## config.mk

```make
export PLATFORM = sky130hd
export DESIGN_NAME = uart_tx_arbiter
export DESIGN_NICKNAME = d
export VERILOG_FILES = /design/src/rtl/uart_arb_pkg.sv /design/src/rtl/uart_tx_arbiter_rr_pick.sv /design/src/rtl/uart_tx_arbiter.sv
export SDC_FILE = /design/constraint.sdc
export NUM_CORES = 1
export LEC_CHECK = 0
export CORE_UTILIZATION = 43
export CTS_CLUSTER_DIAMETER = 30
export CTS_CLUSTER_SIZE = 14
export DETAILED_ROUTE_END_ITERATION = 8
export PLACE_DENSITY = 0.78
export REMOVE_ABC_BUFFERS = 1
export SLEW_MARGIN = 20
export SYNTH_ARGS = -nofsm -noshare
export SYNTH_HDL_FRONTEND = slang
export SYNTH_HIERARCHICAL = 1
export SYNTH_SLANG_ARGS = --single-unit
```

## constraint.sdc

```tcl
create_clock -name clk -period 2 [get_ports clk]
set_clock_uncertainty 0.1 [all_clocks]
set_input_delay 0.5 -clock clk [delete_from_list [all_inputs] [get_ports clk]]
set_output_delay 0.5 -clock clk [all_outputs]
set_load 0.05 [all_outputs]
```

## src/rtl/uart_arb_pkg.sv

```systemverilog
// Shared types and defaults for the uart_tx arbiter and its round-robin picker.
package uart_arb_pkg;

  typedef enum logic [1:0] {
    IDLE      = 2'd0,
    LOAD      = 2'd1,
    WAIT_BUSY = 2'd2,
    WAIT_DONE = 2'd3
  } state_e;

  localparam int TIMEOUT_CYCLES_DEFAULT = 1024;

endpackage

```

## src/rtl/uart_tx_arbiter_rr_pick.sv

```systemverilog
// Combinational round-robin picker: first set request at or above i_ptr, wrapping to 0.
module rr_pick #(
  parameter int NUM_REQ = 2,
  parameter int ID_W    = 3
) (
  input  logic [NUM_REQ-1:0] i_req,
  input  logic [ID_W-1:0]    i_ptr,
  output logic [ID_W-1:0]    o_winner,
  output logic               o_any
);

  // Scan from farthest to nearest so the nearest set bit overwrites the others.
  always_comb begin
    o_winner = '0;
    o_any    = 1'b0;
    for (int k = NUM_REQ - 1; k >= 0; k--) begin
      if (i_req[(int'(i_ptr) + k) % NUM_REQ]) begin
        o_winner = ID_W'((int'(i_ptr) + k) % NUM_REQ);
        o_any    = 1'b1;
      end
    end
  end

endmodule

```

## src/rtl/uart_tx_arbiter.sv

```systemverilog
// Round-robin arbiter feeding a single uart_tx from NUM_REQ byte sources.
// Optional tx_ready start timeout is enabled by defining UART_ARB_TIMEOUT_EN.
module uart_tx_arbiter
  import uart_arb_pkg::*;
#(
  parameter int NUM_REQ        = 2,
  parameter int ID_W           = 3,
  parameter int TIMEOUT_CYCLES = TIMEOUT_CYCLES_DEFAULT
) (
  input  logic                 clk,
  input  logic                 rst,
  input  logic [NUM_REQ-1:0]   req_valid,
  input  logic [8*NUM_REQ-1:0] req_byte,
  output logic [NUM_REQ-1:0]   req_ready,
  output logic [7:0]           tx_byte,
  output logic                 tx_en,
  input  logic                 tx_ready,
  output logic [ID_W-1:0]      grant_id,
  output logic                 busy,
  output logic                 timeout_err
);

  state_e             r_state;
  logic [7:0]         r_tx_byte;
  logic               r_tx_en;
  logic [NUM_REQ-1:0] r_req_ready;
  logic [ID_W-1:0]    r_grant_id;
  logic               r_busy;
  logic [ID_W-1:0]    r_rr_ptr;

  logic [ID_W-1:0]    w_winner;
  logic               w_any;
  logic [ID_W-1:0]    w_next_ptr;

`ifdef UART_ARB_TIMEOUT_EN
  localparam int CNT_W = $clog2(TIMEOUT_CYCLES + 1);
  logic [CNT_W-1:0]   r_cnt;
  logic               r_timeout_err;
  assign timeout_err = r_timeout_err;
`else
  assign timeout_err = 1'b0;
`endif

  rr_pick #(
    .NUM_REQ (NUM_REQ),
    .ID_W    (ID_W)
  ) u_pick (
    .i_req    (req_valid),
    .i_ptr    (r_rr_ptr),
    .o_winner (w_winner),
    .o_any    (w_any)
  );

  // Explicit wrap keeps the pointer inside 0..NUM_REQ-1 for any NUM_REQ.
  assign w_next_ptr = (r_grant_id == ID_W'(NUM_REQ - 1)) ? '0 : r_grant_id + 1'b1;

  always_ff @(posedge clk) begin
    if (rst) begin
      r_state       <= IDLE;
      r_tx_byte     <= '0;
      r_tx_en       <= 1'b0;
      r_req_ready   <= '0;
      r_grant_id    <= '0;
      r_busy        <= 1'b0;
      r_rr_ptr      <= '0;
`ifdef UART_ARB_TIMEOUT_EN
      r_cnt         <= '0;
      r_timeout_err <= 1'b0;
`endif
    end else begin
      r_req_ready <= '0;
      case (r_state)
        IDLE: begin
          if (w_any && tx_ready) begin
            r_tx_byte   <= req_byte[8*int'(w_winner) +: 8];
            r_grant_id  <= w_winner;
            r_req_ready <= NUM_REQ'(1) << w_winner;
            r_busy      <= 1'b1;
            r_state     <= LOAD;
          end
        end
        LOAD: begin
          r_tx_en <= 1'b1;
`ifdef UART_ARB_TIMEOUT_EN
          r_cnt   <= '0;
`endif
          r_state <= WAIT_BUSY;
        end
        WAIT_BUSY: begin
          if (!tx_ready) begin
            r_tx_en <= 1'b0;
            r_state <= WAIT_DONE;
          end
`ifdef UART_ARB_TIMEOUT_EN
          else if (r_cnt == CNT_W'(TIMEOUT_CYCLES - 1)) begin
            r_timeout_err <= 1'b1;
            r_tx_en       <= 1'b0;
            r_rr_ptr      <= w_next_ptr;
            r_busy        <= 1'b0;
            r_state       <= IDLE;
          end else begin
            r_cnt <= r_cnt + 1'b1;
          end
`endif
        end
        WAIT_DONE: begin
          if (tx_ready) begin
            r_rr_ptr <= w_next_ptr;
            r_busy   <= 1'b0;
            r_state  <= IDLE;
          end
        end
        default: r_state <= IDLE;
      endcase
    end
  end

  assign req_ready = r_req_ready;
  assign tx_byte   = r_tx_byte;
  assign tx_en     = r_tx_en;
  assign grant_id  = r_grant_id;
  assign busy      = r_busy;

endmodule
```

**After elaboration in Yosys (flattened, before gate mapping)**

Index checks and enable logic that the tools add are counted.

- Bitwise gates (word level): 3
- Div/mod/pow operators: 0
- $add $sub $neg: 2
- Eq/ne operators: 7
- Shift-type cells: 2
- Reductions and logical operators: 10
- $lt $le $gt $ge: 2
- Multipliers: 0
- Multiplexer cells: 19

Operators by type and width:

| kind | number |
|---|---|
| $shiftx A16 B7 Y8 | 1 |
| $mux W1 | 11 |
| $pmux W2 S4 | 1 |
| $mux W2 | 3 |
| $mux W3 | 2 |
| $ne A2 B2 Y1 const B | 3 |
| $reduce_and A2 Y1 | 3 |
| $reduce_and A3 Y1 | 2 |
| $eq A2 B2 Y1 const B | 2 |
| $pmux W1 S2 | 2 |
| $reduce_bool A2 Y1 | 2 |
| $eq A3 B1 Y1 const B | 1 |
| $lt A2 B3 Y1 const B | 1 |
| $reduce_or A3 Y1 | 1 |
| $shl A1 B3 Y2 const A | 1 |
| $add A1 B1 Y1 const B | 2 |
| $eq A2 B1 Y1 const B | 1 |
| $logic_not A2 Y1 | 1 |
| $lt A1 B2 Y1 const B | 1 |
| $not A1 Y1 | 2 |
| $and A1 B1 Y1 const A | 1 |
| $logic_and A1 B1 Y1 | 1 |

- Memories: 0
- Output and inout port bits: 16
- Memory bits (writable): 0
- Word-level logic and storage cells: 52
- Bits in latches: 0
- ROM bits: 0
- Bits of input ports: 21
- Bits in registers: 18

**Longest topological paths before layout**

- Word-level depth: 10
- Depth in mapped cells: 6
- Gate-level depth less buffers: 5

**Modules after synthesis**

Netlist, hierarchy kept.

Modules (own cells, without submodules):

| module | times used | area an instance (um^2) | cells each | seq. area each (um^2) |
|---|---|---|---|---|
| uart_tx_arbiter | 1 | 964.7 | 99 | 400.4 |
| rr_pick | 1 | 36.3 | 6 | 0.0 |

**Least setup slack after synthesis**

Ideal clock, no wire load.

- Path kind: input port to flip-flop
- Start point: in req_valid[1]
- End point: reg r_tx_byte[0], in the netlist tx_byte[0]
- Stages on the path: 4
- Slack: 364 ps
- Buffers on the path: 1
- Arrival time: 1,420 ps
- Library setup time: 115 ps
- Required time: 1,785 ps
- Cells stage by stage: a21boi_1 buf_1 mux2i_1 o21ai_2

- Cells in the longest elaborated chain, start to end: 7
- Elaborated cells on any way between the ends: 12
- Classes of those cells: shift: 1; mux: 9; reduce/logical: 2

Ends and longest elaborated chain:

| what | line | text |
|---|---|---|
| start: declaration | uart_tx_arbiter.sv:12 | `input logic [NUM_REQ-1:0] req_valid,` |
| parallel branches: the longest is 7 deep, another holds $shiftx A16 B7 Y8 | - |  |
| end signal: assignment | uart_tx_arbiter.sv:75 | `r_tx_byte <= req_byte[8*int'(w_winner) +: 8];` |
| end: declaration | uart_tx_arbiter.sv:24 | `logic [7:0] r_tx_byte;` |

Parallel ways; which one is timed is not known. The select of a mux whose other input is x is not followed.
A chain may end at the register's enable or synchronous reset.

**Worst setup path after layout**

- Start point: in req_valid[0]
- End point: reg r_tx_byte[4], in the netlist tx_byte[4]

- Cells in the longest elaborated chain, start to end: 7
- Elaborated cells on any way between the ends: 12
- Classes of those cells: shift: 1; mux: 9; reduce/logical: 2

Ends and longest elaborated chain:

| what | line | text |
|---|---|---|
| $mux W1 (not written as such) (3 in a row) | uart_tx_arbiter_rr_pick.sv:17 | `if (i_req[(int'(i_ptr) + k) % NUM_REQ]) begin` |
| $mux W1 | uart_tx_arbiter_rr_pick.sv:17 |  |
| $mux W1 (*) | uart_tx_arbiter_rr_pick.sv:17 |  |
| net w_any | uart_tx_arbiter.sv:32 | `logic w_any;` |
| $logic_and A1 B1 Y1 (*) | uart_tx_arbiter.sv:74 | `if (w_any && tx_ready) begin` |
| $reduce_and A2 Y1 (no line) (*) | - |  |

Mark *: on every way through the listed nets, which the timed path passes. The rest lies on a longest branch. The select of a mux whose other input is x is not followed.

==> metrics.txt <==
starting density of the core 45.9%; Cell Rows 16; Arr. time, crit path 1.98 ns; CP delay by family, top simple AND/OR/NAND/NOR gates; slowest CP cell or4_4; CTS tree done; Worst R2R End tx_byte[4]; worst endpoint required time 2.13 ns; Routed WL around 1800 um; HP Start tx_byte[1]; area growth from synthesis to layout 40.9%; TritonRoute pass-1 iters 4; Post-Place Cells ~160; Hold Buf Count CTS 0; Leakage about 0.00058 uW; Chip Width roughly 48 um; Final min period about 1.9 ns; share of post-route cells with drive strength above 1 25.6%; Finished Cell Area between 1000 and 1500 sq um; critical path depth 5; Fillers approximately 180; htree depth 1; GRT Residual Overflow 0; Power Total 1150 uW; height of the die 48.0 um; Die Area 2300 sq um; initial antenna violation count 0; post-synthesis average cell area 9.57 sq um; setup bufs post-CTS 0; Worst path max stage delay approximately 0.54 ns; Final Hold Fails 0; I/O Pins 37; largest fanout on the critical path 10; PwrDens between 800 and 900 nW/um^2; diodes inserted 0; critical path launch point type primary input; post-DR wirelength/cell between 10 and 15 um; CP Class in -> reg; routed via count between 700 and 800; Post-Syn Instances 95; highest clock rate between 0.5 and 0.6 GHz; Max-Cap Viols 0; Residual DRC 0; GPL Wtd Cong between 0.6 and 0.7; Max Slew Vio Count 0; clk buf depth 2; clock sinks 18; setup slack, reg-to-reg 0.29 ns; largest net degree at the start of global routing 12; area of the multi-input gates between 400 and 500 sq um; 1st-iter DRT viols 4; Util after Layout 64.6%; Tcrit/Tclk final 92.5%; CTS buffer count 3; Post-DP Area approximately 1200 sq um; antenna-violating nets left 0; Synth Warn # 6; worst IR drop on VDD 458 uV; setup violators final 0; core footprint 1980 sq um; r2r startpoint r_state[0]; Worst setup endpoint tx_byte[4]; routed vias/inst 4.56; CP Cell Sequence clkdlybuf4s50_1 > or2_1 > nand3_4 > or4_4 > o21ai_2; flip-flop and latch area 360 sq um; IO Port Bufs 35; Reg clk slew, reported paths around 0.10 ns; dpl hpwl approximately 1400 um; global-route wire length before repair around 2800 um; worst skew pair latency just under 0.3 ns; HP Class reg -> reg; CTS root buf clkbuf_4; RSZ-0062 raised after global routing no; total track usage a little under a fifth; critical path endpoint category flop; status complete, no violations; Mapped Area 910 sq um; post-CTS sizing 0; crit path launch req_valid[0]; vias in the first global route between 600 and 700; R2R depth 5; final net count 160; Cell Count, Final, Fillers Out 160; Bufs and invs on worst path 1
==> power breakdown <==
group	total, uW	leakage (uW)	switching, uW	internal (uW)
clock network	228	0.0000210	117	111
registers	446	0.000146	36.9	409
logic	476	0.000408	278	198
==> cell usage in the layout (no fill, tap or decap), drive strengths merged, types with 4 or more instances in the layout <==
cell,count
clkdlybuf4s50,20
inv,6
ha,5
dfxtp,18
clkbuf,4
nor2,6
mux2i,14
buf,20
nand2,11
o21ai,10
==> flip-flops by register name, indices dropped and copies added, names as in the netlist <==
signal / cells
busy: 1
grant_id: 3
r_rr_ptr: 1
r_state: 2
req_ready: 2
tx_byte: 8
tx_en: 1
==> worst min path at each step <==
stage                              to  slack, ns  cells past startpoint
after floorplan           r_rr_ptr[0]       0.36                      2
after global placement     tx_byte[1]       0.34                      2
after detailed placement   tx_byte[1]       0.35                      2
after CTS                  tx_byte[1]       0.37                      2
after global routing       tx_byte[1]       0.38                      2
final                      tx_byte[1]       0.37                      2
==> per-layer routing <==
layer	wire length, um	share of wire (%)	GRT usage (%)
met2	837	48	30.3
met1	804	46	22.6
met4	13	0.74	6.67
met3	104	5.9	3.77
met5	0	0	0
==> worst register-to-register path: cells and delay by family (launching register included) <==
family / cells / cell delay, ns
AOI/OAI and AO/OA: 1 / 0.17
adders and majority gates: 1 / 0.28
buffers and inverters: 1 / 0.11
DFF: 1 / 0.36
and+or+nand+nor: 2 / 0.63
==> through the flow <==
step	setup WS (ns)	hold WS, ns	setup TNS (ns)
global route	0.0504	0.381	0
finish	0.150	0.367	0
global placement	-0.155	0.341	-1.63
detailed placement	-0.162	0.348	-1.64
floorplan	0.222	0.364	0
CTS	0.134	0.370	0
==> final cells by class <==
class / instances / share of cell area, %
Multi-Input combinational cell: 65 / 37.3
Tap cell: 27 / 2.64
Timing Repair Buffer: 40 / 27.3
Inverter: 6 / 1.76
Clock buffer: 4 / 2.83
Sequential cell: 18 / 28.1
Note: power is estimated with default switching activity, not from simulation.
